<file path="src/rtl/key_matrix_scan_if.sv">
// Key event stream between the keypad scanner and its consumer.
//
// Signals:
//   evt_valid  head event presented (event FIFO not empty)
//   evt_ready  consumer accepts the head event while evt_valid is high
//   evt_code   key code of the head event, r*COLS+c
//   evt_press  1 = press event, 0 = release event
//
// Modports:
//   master  event producer (the scanner)
//   slave   event consumer
interface key_matrix_scan_if #(
  parameter int unsigned CW = 4
) ();

  logic          evt_valid;
  logic          evt_ready;
  logic [CW-1:0] evt_code;
  logic          evt_press;

  modport master (
    output evt_valid,
    output evt_code,
    output evt_press,
    input  evt_ready
  );

  modport slave (
    input  evt_valid,
    input  evt_code,
    input  evt_press,
    output evt_ready
  );

endinterface

</file>
<file path="src/rtl/key_matrix_scan.sv">
// Parametrised matrix keypad scanner.
//
// Drives the matrix columns active-low one at a time, dwelling T1MS clocks on each. At the end of
// every dwell the synchronised rows are snapshotted, and in the following ROWS cycles each row of
// the snapshot is run through a per-key debouncer, one key per cycle. A key changes state only
// after DEBOUNCE consecutive frame samples that disagree with its current state; every change
// pushes a press/release event into a show-ahead FIFO read over a valid/ready stream.
//
// Ports:
//   clk         system clock
//   rst         synchronous reset, active-high
//   row         matrix row inputs, active-low, asynchronous to clk
//   col         matrix column drive, one-hot active-low (all ones in reset)
//   evt         event stream (master modport): evt_valid/evt_ready/evt_code/evt_press
//   key_state   debounced key bitmap, bit r*COLS+c set while the key is held
//   fifo_count  number of events held in the FIFO
//   overflow    sticky flag: an event was dropped because the FIFO was full
//   ovf_clr     clears overflow (a simultaneous drop keeps it set)
module key_matrix_scan #(
  parameter int unsigned ROWS       = 4,
  parameter int unsigned COLS       = 4,
  parameter int unsigned T1MS       = 50000,
  parameter int unsigned DEBOUNCE   = 20,
  parameter int unsigned FIFO_DEPTH = 8
) (
  input  logic                          clk,
  input  logic                          rst,
  input  logic [ROWS-1:0]               row,
  output logic [COLS-1:0]               col,
  key_matrix_scan_if.master             evt,
  output logic [ROWS*COLS-1:0]          key_state,
  output logic [$clog2(FIFO_DEPTH):0]   fifo_count,
  output logic                          overflow,
  input  logic                          ovf_clr
);

  localparam int unsigned NK  = ROWS * COLS;
  localparam int unsigned CW  = $clog2(NK);
  localparam int unsigned DW  = (DEBOUNCE > 1) ? $clog2(DEBOUNCE) : 1;
  localparam int unsigned TW  = $clog2(T1MS);
  localparam int unsigned IW  = $clog2(COLS);
  localparam int unsigned RW  = $clog2(ROWS);
  localparam int unsigned PW  = $clog2(FIFO_DEPTH);
  localparam int unsigned FCW = PW + 1;
  localparam int unsigned EW  = CW + 1;

  // --------------------------------------------------------------------------------------------
  // Column scan and row capture
  // --------------------------------------------------------------------------------------------
  logic [ROWS-1:0] row_meta_q, row_sync_q;
  logic [ROWS-1:0] row_snap_q;
  logic [IW-1:0]   c_snap_q;
  logic [IW-1:0]   col_idx_q, col_idx_d;
  logic [TW-1:0]   dwell_q, dwell_d;
  logic [COLS-1:0] col_q;
  logic            dwell_end;

  always_comb begin
    dwell_end = (dwell_q == TW'(T1MS - 1));
    dwell_d   = dwell_q + 1'b1;
    col_idx_d = col_idx_q;
    if (dwell_end) begin
      dwell_d = '0;
      if (col_idx_q == IW'(COLS - 1)) begin
        col_idx_d = '0;
      end else begin
        col_idx_d = col_idx_q + 1'b1;
      end
    end
  end

  always_ff @(posedge clk) begin
    if (rst) begin
      row_meta_q <= '1;
      row_sync_q <= '1;
      // An all-released snapshot makes the serial pass before the first capture a no-op.
      row_snap_q <= '1;
      c_snap_q   <= '0;
      col_idx_q  <= '0;
      dwell_q    <= '0;
      col_q      <= '1;
    end else begin
      row_meta_q <= row;
      row_sync_q <= row_meta_q;
      dwell_q    <= dwell_d;
      col_idx_q  <= col_idx_d;
      // Column drive follows the index one edge late, so a new column appears on the edge
      // after the capture that advanced the index.
      col_q      <= ~(COLS'(1) << col_idx_q);
      if (dwell_end) begin
        row_snap_q <= row_sync_q;
        c_snap_q   <= col_idx_q;
      end
    end
  end

  assign col = col_q;

  // --------------------------------------------------------------------------------------------
  // Serial per-key debounce: row r of the snapshot is handled at dwell count r
  // --------------------------------------------------------------------------------------------
  logic [NK-1:0]  key_state_q;
  logic [DW-1:0]  cnt_q [NK];
  logic           proc_en;
  logic [RW-1:0]  proc_row;
  logic [CW-1:0]  proc_key;
  logic           raw;
  logic           cur_state;
  logic [DW-1:0]  cur_cnt;
  logic [DW-1:0]  cnt_nxt;
  logic           toggle;

  always_comb begin
    proc_en   = (dwell_q < TW'(ROWS));
    proc_row  = RW'(dwell_q);
    proc_key  = CW'(int'(proc_row) * COLS + int'(c_snap_q));
    raw       = ~row_snap_q[proc_row];
    cur_state = key_state_q[proc_key];
    cur_cnt   = cnt_q[proc_key];
    cnt_nxt   = '0;
    toggle    = 1'b0;
    // A sample that agrees with the debounced state leaves cnt_nxt at zero, restarting the run.
    if (proc_en && (raw != cur_state)) begin
      if (cur_cnt == DW'(DEBOUNCE - 1)) begin
        toggle = 1'b1;
      end else begin
        cnt_nxt = cur_cnt + 1'b1;
      end
    end
  end

  always_ff @(posedge clk) begin
    if (rst) begin
      key_state_q <= '0;
      for (int unsigned i = 0; i < NK; i++) begin
        cnt_q[i] <= '0;
      end
    end else if (proc_en) begin
      cnt_q[proc_key] <= cnt_nxt;
      if (toggle) begin
        key_state_q[proc_key] <= raw;
      end
    end
  end

  assign key_state = key_state_q;

  // --------------------------------------------------------------------------------------------
  // Show-ahead event FIFO
  // --------------------------------------------------------------------------------------------
  logic [EW-1:0]  fifo_mem_q [FIFO_DEPTH];
  logic [PW-1:0]  wr_ptr_q, rd_ptr_q;
  logic [FCW-1:0] count_q, count_d;
  logic           ovf_q;
  logic           push, pop, full, empty, wr_en, drop;
  logic [EW-1:0]  push_data;
  logic [EW-1:0]  head;

  always_comb begin
    push      = toggle;
    push_data = {proc_key, raw};
    full      = (count_q == FCW'(FIFO_DEPTH));
    empty     = (count_q == '0);
    pop       = !empty && evt.evt_ready;
    // When full, a same-cycle pop frees the head slot, which is exactly where wr_ptr points.
    wr_en     = push && (!full || pop);
    drop      = push && full && !pop;
    case ({wr_en, pop})
      2'b10:   count_d = count_q + 1'b1;
      2'b01:   count_d = count_q - 1'b1;
      default: count_d = count_q;
    endcase
  end

  always_ff @(posedge clk) begin
    if (!rst && wr_en) begin
      fifo_mem_q[wr_ptr_q] <= push_data;
    end
  end

  always_ff @(posedge clk) begin
    if (rst) begin
      wr_ptr_q <= '0;
      rd_ptr_q <= '0;
      count_q  <= '0;
      ovf_q    <= 1'b0;
    end else begin
      if (wr_en) begin
        wr_ptr_q <= wr_ptr_q + 1'b1;
      end
      if (pop) begin
        rd_ptr_q <= rd_ptr_q + 1'b1;
      end
      count_q <= count_d;
      if (drop) begin
        ovf_q <= 1'b1;
      end else if (ovf_clr) begin
        ovf_q <= 1'b0;
      end
    end
  end

  // Storage is not reset, so the head is masked to zero while the FIFO is empty.
  assign head          = empty ? '0 : fifo_mem_q[rd_ptr_q];
  assign evt.evt_valid = !empty;
  assign evt.evt_code  = head[EW-1:1];
  assign evt.evt_press = head[0];
  assign fifo_count    = count_q;
  assign overflow      = ovf_q;

endmodule

</file>
<file path="src/flat_wrapper.sv">
// flat-port wrapper written by rule: the top's interface ports become plain ports
module key_matrix_scan_flat 
#(
  parameter int unsigned ROWS       = 4,
  parameter int unsigned COLS       = 4,
  parameter int unsigned T1MS       = 50000,
  parameter int unsigned DEBOUNCE   = 20,
  parameter int unsigned FIFO_DEPTH = 8
)
  (clk, rst, row, col, key_state, fifo_count, overflow, ovf_clr, evt_evt_valid, evt_evt_code, evt_evt_press, evt_evt_ready);
  key_matrix_scan_if #(.CW(4)) evt_i ();
  input  logic clk;
  input  logic rst;
  input  logic [ROWS-1:0] row;
  output logic [COLS-1:0] col;
  output logic [ROWS*COLS-1:0] key_state;
  output logic [$clog2(FIFO_DEPTH):0] fifo_count;
  output logic overflow;
  input  logic ovf_clr;
  output wire logic [$bits(evt_i.evt_valid)-1:0] evt_evt_valid;
  output wire logic [$bits(evt_i.evt_code)-1:0] evt_evt_code;
  output wire logic [$bits(evt_i.evt_press)-1:0] evt_evt_press;
  input wire logic [$bits(evt_i.evt_ready)-1:0] evt_evt_ready;
  assign evt_evt_valid = evt_i.evt_valid;
  assign evt_evt_code = evt_i.evt_code;
  assign evt_evt_press = evt_i.evt_press;
  assign evt_i.evt_ready = evt_evt_ready;
  key_matrix_scan #(.ROWS(ROWS), .COLS(COLS), .T1MS(T1MS), .DEBOUNCE(DEBOUNCE), .FIFO_DEPTH(FIFO_DEPTH)) u_core (.clk(clk), .rst(rst), .row(row), .col(col), .evt(evt_i), .key_state(key_state), .fifo_count(fifo_count), .overflow(overflow), .ovf_clr(ovf_clr));
endmodule
</file>
<file path="config.mk">
export PLATFORM = sky130hd
export DESIGN_NAME = key_matrix_scan_flat
export DESIGN_NICKNAME = d
export VERILOG_FILES = /design/src/rtl/key_matrix_scan_if.sv /design/src/rtl/key_matrix_scan.sv /design/src/flat_wrapper.sv
export SDC_FILE = /design/constraint.sdc
export NUM_CORES = 1
export LEC_CHECK = 0
export CAP_MARGIN = 20
export CORE_MARGIN = 5
export CORE_UTILIZATION = 45
export DETAILED_ROUTE_END_ITERATION = 12
export GPL_TIMING_DRIVEN = 0
export PLACE_DENSITY = 0.69
export REMOVE_ABC_BUFFERS = 1
export SLEW_MARGIN = 20
export SYNTH_ARGS = -nofsm -noshare
export SYNTH_HDL_FRONTEND = slang
export SYNTH_SLANG_ARGS = --single-unit
</file>
<file path="constraint.sdc">
create_clock -name clk -period 6.4 [get_ports clk]
set_input_delay 0.64 -clock clk [delete_from_list [all_inputs] [get_ports clk]]
set_output_delay 0.64 -clock clk [all_outputs]
set_load 0.02 [all_outputs]
</file>
[Yosys cells after proc, flatten, opt, wreduce, memory -nomap -nowiden]
Memories as Yosys holds them, arrays and structs flattened. A register that Yosys moved wholly into a read port is not among the register bits.
Cells that the tools add are included.
Word-level totals
  bits in registers: 63
  latch bits: 0
  bits in writable memories: 120
  bits in read-only memories: 0
  input port bits: 8
  word-level logic and storage cells: 82
  memories: 2
Cells by class
  add/sub/neg operators: 8
  $mul: 0
  divide/modulo/power cells: 0
  $lt $le $gt $ge: 4
  equal/unequal tests: 7
  shift-type cells: 1
  multiplexer cells: 28
  bitwise logic cells: 2
  reduce and logical (&&, ||, !) cells: 18
Memory list
  u_core.cnt_q: depth 16, bits a word 5, rd ports 1, clocked after memory_dff 0, wr ports 16, line key_matrix_scan.sv:103  | logic [DW-1:0] cnt_q [NK];
  u_core.fifo_mem_q: depth 8, bits a word 5, rd ports 1, clocked after memory_dff 1, wr ports 1, line key_matrix_scan.sv:151  | logic [EW-1:0] fifo_mem_q [FIFO_DEPTH];
Operators by type and width (number)
  2-to-1 mux 5 bit: 4
  adder 16 x 1 -> 16 bit (second input constant): 1
  bitwise mux 16 bit: 1
  equality test 16 bit (second input constant): 1
  < comparator 16 x 3 -> 1 bit (second input constant): 1
  2-to-1 mux 1 bit: 15
  case mux 4 bit (2 select lines): 1
  logical AND 1 bit: 7
  adder 3 x 1 -> 3 bit (second input constant): 2
  2-to-1 mux 3 bit: 2
  adder 5 x 1 -> 5 bit (second input constant): 1
  equality test 5 bit (second input constant): 1
  < comparator 4 x 5 -> 1 bit (second input constant): 1
  OR reduction 5 bit: 1
  adder 4 x 1 -> 4 bit (second input constant): 1
  adder 4 x 2 -> 4 bit: 1
  binary-select mux 1 bit (select 4 bit): 1
  demux 1 bit (select 4 bit): 1
  equality test 2 bit (second input constant): 2
  equality test 4 bit (second input constant): 1
  greater-or-equal comparator 4 x 1 -> 1 bit (second input constant): 1
  zero test 1 bit: 4
  zero test 4 bit: 1
  2-to-1 mux 4 bit: 1
  14 further kinds: 15

[Logic depth before layout (Yosys ltp)]
Gate-level depths: netlist of the first run.
  depth in word-level cells: 10
  gate-level depth with buffers: 16
  mapped depth without buffers: 11

[Worst setup path after synthesis of the first run]
OpenSTA, ideal clock, no wires.
  path type: register -> register
  start: reg u_core.c_snap_q[0]
  end: reg u_core.count_q[2], in the netlist u_core.fifo_count[2]
  setup time: 0.123 ns
  arrival time: 3.792 ns
  required time: 6.277 ns
  setup slack: 2.484 ns
  stages on the path, launching flop included: 17
  clock period less this slack: 3.916 ns
  path through: dfxtp_1 > buf_6 > buf_8 > buf_4 > mux4_2 > mux4_2 > ha_1 > nor4b_4 > and2_4 > buf_6 > buf_4 > nor2_1 > xor2_1 > ha_1 > and3_1 > mux2i_1 > mux2_1
On the way
  cells in the longest elaborated chain, start to end: 9
Ends and longest elaborated chain
  start, declared: line key_matrix_scan.sv:52  | logic [IW-1:0] c_snap_q;
  start signal, assigned: line key_matrix_scan.sv:92  | c_snap_q <= col_idx_q;
  adder 4 x 2 -> 4 bit (*): line key_matrix_scan.sv:116  | proc_key = CW'(int'(proc_row) * COLS + int'(c_snap_q));
  parallel branches: the longest is 4 deep, another holds memory (16 x 5 bit)
  2-to-1 mux 1 bit (*): line key_matrix_scan.sv:123  | if (proc_en && (raw != cur_state)) begin
  logical AND 1 bit (*): line key_matrix_scan.sv:166  | wr_en = push && (!full || pop);
  equality test 2 x 1 -> 1 bit / equality test 2 bit (equally long branches): line key_matrix_scan.sv:168  | case ({wr_en, pop})
  case mux 4 bit (2 select lines) / nonzero test 2 bit (equally long branches)
  end signal, assigned: line key_matrix_scan.sv:194  | count_q <= count_d;
  end, declared: line key_matrix_scan.sv:153  | logic [FCW-1:0] count_q, count_d;
Every way passes the cells marked *. The select of a mux whose other input is x is not followed.
A chain may end at the register's enable or synchronous reset.

[Final worst setup path of the first run]
  start: reg u_core.dwell_q[1]
  end: mem u_core.fifo_mem_q[3][0] (netlist name), enable pin
On the way
  cells in the longest elaborated chain, start to end: 10
Ends and longest elaborated chain
  start, declared: line key_matrix_scan.sv:54  | logic [TW-1:0] dwell_q, dwell_d;
  start signal, assigned: line key_matrix_scan.sv:85  | dwell_q <= dwell_d;
  parallel branches: the longest is 5 deep, another holds memory (16 x 5 bit)
  2-to-1 mux 1 bit (*): line key_matrix_scan.sv:123
  logical AND 1 bit (*): line key_matrix_scan.sv:166
  logical AND 1 bit (*): line key_matrix_scan.sv:176  | if (!rst && wr_en) begin
  2-to-1 mux 1 bit (*): line key_matrix_scan.sv:176
  2-to-1 mux 1 bit (implied by the code) (*): line key_matrix_scan.sv:177  | fifo_mem_q[wr_ptr_q] <= push_data;
  end, declared: line key_matrix_scan.sv:151
Marks and branches as above.

==> results of run 1 <==
-- sequential cells by signal (all words and copies together) (netlist names), named ones only --
name and cells:
u_core.col_idx_q 2, u_core.row_snap_q 4, u_core.fifo_count 4, u_core.col 4
u_core.c_snap_q 2, u_core.overflow 1, u_core.row_sync_q 4, u_core.dwell_q 16
u_core.cnt_q 80, u_core.fifo_mem_q 40, u_core.wr_ptr_q 3, u_core.row_meta_q 4
u_core.key_state 16, u_core.rd_ptr_q 3
-- metrics by stage --
stage | util (%) | area (µm²) | total power, W | hold WS (ns) | worst slack, ns
after global routing | 52.08 | 9452 | 0.002626 | 0.4200 | 1.590
after CTS | 52.08 | 9452 | 0.002563 | 0.4108 | 1.858
after detailed placement | 48.68 | 8835 | 0.001480 | 0.3937 | 1.887
final | 52.08 | 9452 | 0.002549 | 0.4102 | 1.902
after floorplan | - | 8135 | 0.001426 | 0.3895 | 2.099
after global placement | 48.50 | 8802 | 0.001475 | 0.3959 | 1.099
-- power by group through the flow --
stage	sequential (W)	combinational [W]	clock (W)
6_report	0.00132	0.000134	0.00109
3_3_place_gp	0.00135	0.000129	0
4_1_cts	0.00132	0.000134	0.00111
2_1_floorplan	0.00134	0.0000866	0
3_5_place_dp	0.00135	0.000133	0
5_1_grt	0.00132	0.000143	0.00116
-- layout make-up --
class                   count  share of cell area (%)
flip-flops and latches    186                   52.16
multi-input cells         429                   33.48
clock buffers              19                   4.580
repair buffers             39                   4.210
well taps                 229                   3.032
clock inverters            13                   1.946
inverters                  15                  0.5957
-- metal layers --
metal	vias to the layer above	track usage, %	part of all wire (%)	routed length, µm
li1	2434	-	-	-
met1	2568	20.78	44	7408
met2	158	27.21	49	8279
met3	22	3.533	4.7	791
met4	0	4.986	1.5	253
met5	-	0	0	0
-- worst max-delay path, cell delays in order, from the launching register on --
cell and delay [ns]:
dfxtp_1 1.04, inv_1 0.43, a2111oi_0 0.63, o41ai_2 0.27, nor4b_4 0.37, and2_4 0.38
nand4b_1 0.23, nor3b_1 0.75
-- kinds of logic (layout without fill, tap and decap cells) --
group / count (synthesis) / count (layout)
buffers and inverters: 58 / 86
muxes: 69 / 69
DFF: 186 / 186
adders and majority gates: 12 / 12
AOI/OAI and AO/OA: 25 / 25
xor gates and xnor gates: 20 / 20
and+or+nand+nor: 303 / 303
-- final timing paths --
| kind | from | end | slack, ns | cells after the start |
|---|---|---|---|---|
| hold reg to reg | u_core.row_meta_q[2] | u_core.row_sync_q[2] | 0.41 | 1 |
| setup reg to reg | u_core.dwell_q[1] | u_core.fifo_mem_q[3][0] | 1.90 | 7 |
| hold / removal | u_core.row_meta_q[2] | u_core.row_sync_q[2] | 0.41 | 1 |
| setup / recovery | u_core.dwell_q[1] | u_core.fifo_mem_q[3][0] | 1.90 | 7 |
-- cells in the mapped netlist (all sizes together), types with 13 or more instances --
master    n  area (µm²)
edfxtp  120        3603
inv      15       56.30
dfxtp    66        1321
xor2     13       113.9
nand2    35       133.9
buf      16       115.1
nand3    26       135.1
nor2    133       499.2
clkbuf   27       101.4
mux4     34       780.8
nand2b   38       237.7
mux2i    32       320.3
==> reports/qor.yml, run 1 <==
synthesis:
  syn_inst: 673
  synth_area_mm2: 0.008352
  avgSynthCellArea_um2: 12.41
  ys_ff_latch: 186
  muxShareOfSynthArea_pct: 13.63
  synthArstFlopShare_pct: 0
  synth_compound_area_share_pct: 2.427
  synthSimpleGateAreaFrac_pct: 17.81
  synth.distinct_cells: 55
  synth_ff_type: "edfxtp_1"
  synth_top_family_by_area: "simple AND/OR/NAND/NOR gates"
  synth_edf_count: 120
  synth-seq-area-share_pct: 58.97
  ys.warnings.count: 0
  synthAdderAreaFrac_pct: 1.798
  synthXorXnorAreaFrac_pct: 2.097
sta:
  relSlewSlack_pct: 27.24
  drv_slew: 0
  hold_violations: 0
  fin_skew_ns: 0.01205
  setup_tns_ns: 0
  fmax_mhz: 222.3
  fin_crit_sh_pct: 70.28
  tightest_slew_ns: 1.090
  finalCriticalPeriod_ns: 4.498
  finalSetupViolations: 0
  rsz0062_at_grt: "false"
final_layout:
  stdcell_count: 930
  drive_gt1_share_pct: 12.27
  regArea_mm2: 0.004930
  layout_commonest_cell: "nor2_1"
  multi_input_area_mm2: 0.003164
  n_antenna_cell: 0
  area_delta_synth_final_pct: 13.17
  fillerInstances: 1525
  num-nets-final: 708
  mostFrequentLayoutCells: "nor2_1 (133), edfxtp_1 (120), dfxtp_1 (64)"
die:
  die-area_mm2: 0.02138
  design.core.area_mm2: 0.01815
  dieWidth_um: 146.2
  start_util_pct: 46.02
  die_h_um: 146.2
  num_io_pins: 39
  std_cell_rows: 49
clocking:
  cts_num_sinks: 186
  cts_resized: 0
  cts_buffers: 17
  hold_buffers: 0
  cts_tree: "built"
  clk_latency_ns: 0.43
  postCtsSetupRepairBufs: 0
  htreeDepth: 4
  clock_path_buffers: 2
  cts_root_buf: "clkbuf_16"
  cts.clk_slew.worst_paths_ns: 0.07
drt:
  vias: 5182
  routed_wl_um: 16730
  firstDrtPassIters: 9
  drc_errors: 0
  detail-route-antenna-nets: 0
  vias_per_cell: 5.572
  wl_per_cell_um: 17.99
  drtIter0Drc: 330
power_and_ir_drop:
  cellPowerDensity_mw_per_mm2: 269.6
  irDropWorstVdd_mv: 0.1907
  power_frac_clock_pct: 43.0
  cellLeakagePower_nw: 3.323
  sw_frac_of_total_pct: 22.22
  p_switching_w: 0.0005662
  seqPwrFrac_pct: 51.8
  internal-power_w: 0.001982
  power_frac_comb_pct: 5.2
status:
  outcome: "completed"
grt:
  antenna_found_initial: 0
  grt_pass1_wl_um: 27230
  grt_max_degree: 81
  grt_pass1_vias: 5179
  gr-total-overflow: 0
  grt_use_total_pct: 16.08
placement:
  portBuffers: 38
  dp_hpwl_um: 11150
  place.gp.congestion: 0.8384
  placed_cells: 898
setup_path:
  required_ns: 6.45
  arrival_ns: 4.55
  startpoint_type: "flip-flop"
  worstPathMaxFanout: 27
  end_kind: "flip-flop"
  worstSetupPathType: "reg2reg"
worst_hold_path:
  hp-class: "reg2reg"
flow_run:
  maxCapViolCount: 0
No activity file was read; power rests on OpenSTA's default activity.
==> run 2, diff against run 1 <==
- PLACE_DENSITY: 0.69 -> 0.72
- clock period: 6.4 -> 3.7 ns (I/O delays scaled with it)
==> run 2 against run 1 <==
- clock power is 61% higher
- register-to-register slack worse by 1.7 ns
- non-clock buffer count rose by 6
- combinational power rose by 72%
- first-iteration DRC count is 32% higher
- critical path depth is 5 higher
- cell area up 1.1%
- sequential share of layout area down 0.52 points
==> reports/qor.yml, run 2 (synthesis results as in run 1) <==
final_layout:
  num-nets-final: 715  # was 708
  top_regs: "u_core.cnt_q: 80 flops, u_core.fifo_mem_q: 40 flops"  # unchanged
  fillerInstances: 1509  # was 1525
  layout_commonest_cell: "nor2_1"  # unchanged
  n_antenna_cell: 0  # unchanged
  mostFrequentLayoutCells: "nor2_1 (133), edfxtp_1 (120), dfxtp_1 (62)"  # was nor2_1 (133), edfxtp_1 (120), dfxtp_1 (64)
  drive_gt1_share_pct: 14.41  # was 12.27%
  area_delta_synth_final_pct: 14.43  # was 13.17%
  largest_register_ffs: 80  # unchanged
  regArea_mm2: 0.004935  # was 0.004930 mm²
  multi_input_area_mm2: 0.003199  # was 0.003164 mm²
  stdcell_count: 937  # was 930
  max_flop_register: "u_core.cnt_q"  # unchanged
power_and_ir_drop:
  irDropWorstVdd_mv: 0.3591  # was 0.1907 mV
  p_total_w: 0.004276  # was 0.002549 W
  cellLeakagePower_nw: 3.390  # was 3.323 nW
  power_frac_comb_pct: 5.4  # was 5.2%
  p_switching_w: 0.0009829  # was 0.0005662 W
  sw_frac_of_total_pct: 22.98  # was 22.22%
  seqPwrFrac_pct: 53.4  # was 51.8%
  power_frac_clock_pct: 41.2  # was 43.0%
  internal-power_w: 0.003293  # was 0.001982 W
  cellPowerDensity_mw_per_mm2: 447.5  # was 269.6 mW/mm²
die:
  num_io_pins: 39  # unchanged
  die_h_um: 146.2  # unchanged
  design.core.area_mm2: 0.01815  # unchanged
  std_cell_rows: 49  # unchanged
  start_util_pct: 46.02  # unchanged
  dieWidth_um: 146.2  # unchanged
  die-area_mm2: 0.02138  # unchanged
clocking:
  cts_num_sinks: 186  # unchanged
  cts_buffers: 17  # unchanged
  clk_latency_ns: 0.43  # about the same
  htreeDepth: 4  # unchanged
  hold_buffers: 0  # unchanged
  cts_root_buf: "clkbuf_16"  # unchanged
  clock_path_buffers: 2  # unchanged
  cts_tree: "built"  # unchanged
  cts.clk_slew.worst_paths_ns: 0.07  # about the same
flow_run:
  maxCapViolCount: 0  # unchanged
worst_hold_path:
  hp-class: "reg2reg"  # unchanged
  min_path_cells: 1  # unchanged
  worstHoldStart: "u_core.row_meta_q[1]"  # was u_core.row_meta_q[2]
  min_to: "u_core.row_sync_q[1]"  # was u_core.row_sync_q[2]
grt:
  gr-total-overflow: 0  # unchanged
  antenna_found_initial: 0  # unchanged
  grt_pass1_wl_um: 27880  # was 27230 µm
  grt_max_degree: 81  # unchanged
  grt_pass1_vias: 5345  # was 5179
  grt_use_total_pct: 16.54  # was 16.08%
drt:
  routed_wl_um: 17400  # was 16730 µm
  wl_met2_um: 8944  # was 8279 µm
  vias: 5271  # was 5182
  highest_layer: "met4"  # unchanged
  drc_errors: 0  # unchanged
  routed-wl-met3_um: 1211  # was 791 µm
  drtIter0Drc: 437  # was 330
  vias_per_cell: 5.625  # was 5.572
  wl_per_cell_um: 18.57  # was 17.99 µm
  met1_length_um: 6999  # was 7408 µm
  firstDrtPassIters: 7  # was 9
  detail-route-antenna-nets: 0  # unchanged
setup_path:
  worstSetupPathType: "reg2reg"  # unchanged
  arrival_ns: 3.85  # was 4.55 ns
  r2r_end: "u_core.fifo_count[2]"  # was u_core.fifo_mem_q[3][0]
  end_kind: "flip-flop"  # unchanged
  required_ns: 4.02  # was 6.45 ns
  worstPathMaxFanout: 14  # was 27
  r2r-start: "u_core.c_snap_q[0]"  # was u_core.dwell_q[1]
  ff2ff_setup_slack_ns: 0.17  # was 1.90 ns
  startpoint_type: "flip-flop"  # unchanged
  ff2ff_path_depth: 12  # was 7
sta:
  fmax_mhz: 283.3  # was 222.3 MHz
  fin_crit_sh_pct: 95.39  # was 70.28%
  rsz0062_at_grt: "false"  # unchanged
  relSlewSlack_pct: 43.41  # was 27.24%
  finalCriticalPeriod_ns: 3.529  # was 4.498 ns
  tightest_slew_ns: 0.8419  # was 1.090 ns
  hold_violations: 0  # unchanged
  finalSetupViolations: 0  # unchanged
  drv_slew: 0  # unchanged
  fin_skew_ns: 0.006276  # was 0.01205 ns
placement:
  place.gp.congestion: 0.8388  # was 0.8384
  portBuffers: 38  # unchanged
  dp_hpwl_um: 11250  # was 11150 µm
  placed_cells: 898  # unchanged
status:
  outcome: "completed"  # unchanged
-- run 2: cell types whose count changed in the layout (fill, tap and decap cells not counted), sizes merged --
| cell | change |
|---|---|
| clkinvlp | -3 |
| inv | +4 |
| clkinv | +1 |
| buf | +6 |
| bufinv | -2 |
| and2 | +1 |
-- run 2: area by class of cell --
cell class	count	share of cell area, %
clock inverters	13	1.244
flip-flops and latches	186	51.64
well taps	229	2.998
inverters	15	0.5892
repair buffers	45	5.316
multi-input cells	430	33.48
clock buffers	19	4.739
-- run 2: layer usage --
layer,vias to the layer above,track usage (%)
li1,2446,-
met2,193,28.78
met3,20,4.059
met4,0,5.550
met5,-,0
met1,2612,20.23
-- run 2: critical path, cell delays in order (launching register included) --
cell	delay, ns
dfxtp_4	0.45
buf_12	0.16
mux4_2	0.53
mux4_2	0.51
ha_1	0.28
nor4b_4	0.17
and2_4	0.25
nor2_1	0.13
xor2_1	0.08
ha_1	0.20
and3_1	0.14
mux2i_1	0.16
mux2_1	0.33
-- run 2: what timing repair did --
item                                    4_1_cts  5_1_grt
buffers inserted                              2        4
endpoints found under the setup margin       42       42
gates cloned                                  0        1
hold endpoints to repair                      0        0
gates resized for setup                       7        3
pin swaps                                     0        1
-- run 2: metrics by stage --
step	setup TNS (ns)	cell area, µm²	hold slack, ns	setup WS [ns]	utilization (%)
global placement	-184.36	8802	0.3937	-1.595	48.50
CTS	0	9489	0.4123	0.008903	52.29
detailed placement	-18.26	8835	0.3932	-0.5969	48.68
global route	0	9557	0.4176	0.03060	52.66
floorplan	-18.15	8135	0.3895	-0.6007	-
finish	0	9557	0.4116	0.1706	52.66
-- run 2: worst max path at each step --
| stage | startpoint | to | depth (start not counted) |
|---|---|---|---|
| after CTS | u_core.c_snap_q[0] | u_core.fifo_count[2] | 12 |
| after global placement | u_core.c_snap_q[0] | u_core.fifo_mem_q[3][1] | 7 |
| after floorplan | u_core.c_snap_q[0] | u_core.fifo_count[2] | 11 |
| final | u_core.c_snap_q[0] | u_core.fifo_count[2] | 12 |
| after global routing | u_core.c_snap_q[0] | u_core.fifo_count[2] | 12 |
| after detailed placement | u_core.dwell_q[1] | u_core.fifo_mem_q[4][3] | 7 |
-- run 2: power groups by stage --
stage | logic, W | registers, W | clock network, W
after floorplan | 0.000150 | 0.00232 | 0
after detailed placement | 0.000228 | 0.00233 | 0
after global placement | 0.000223 | 0.00233 | 0
after CTS | 0.000230 | 0.00229 | 0.00178
after global routing | 0.000248 | 0.00229 | 0.00187
final | 0.000231 | 0.00228 | 0.00176
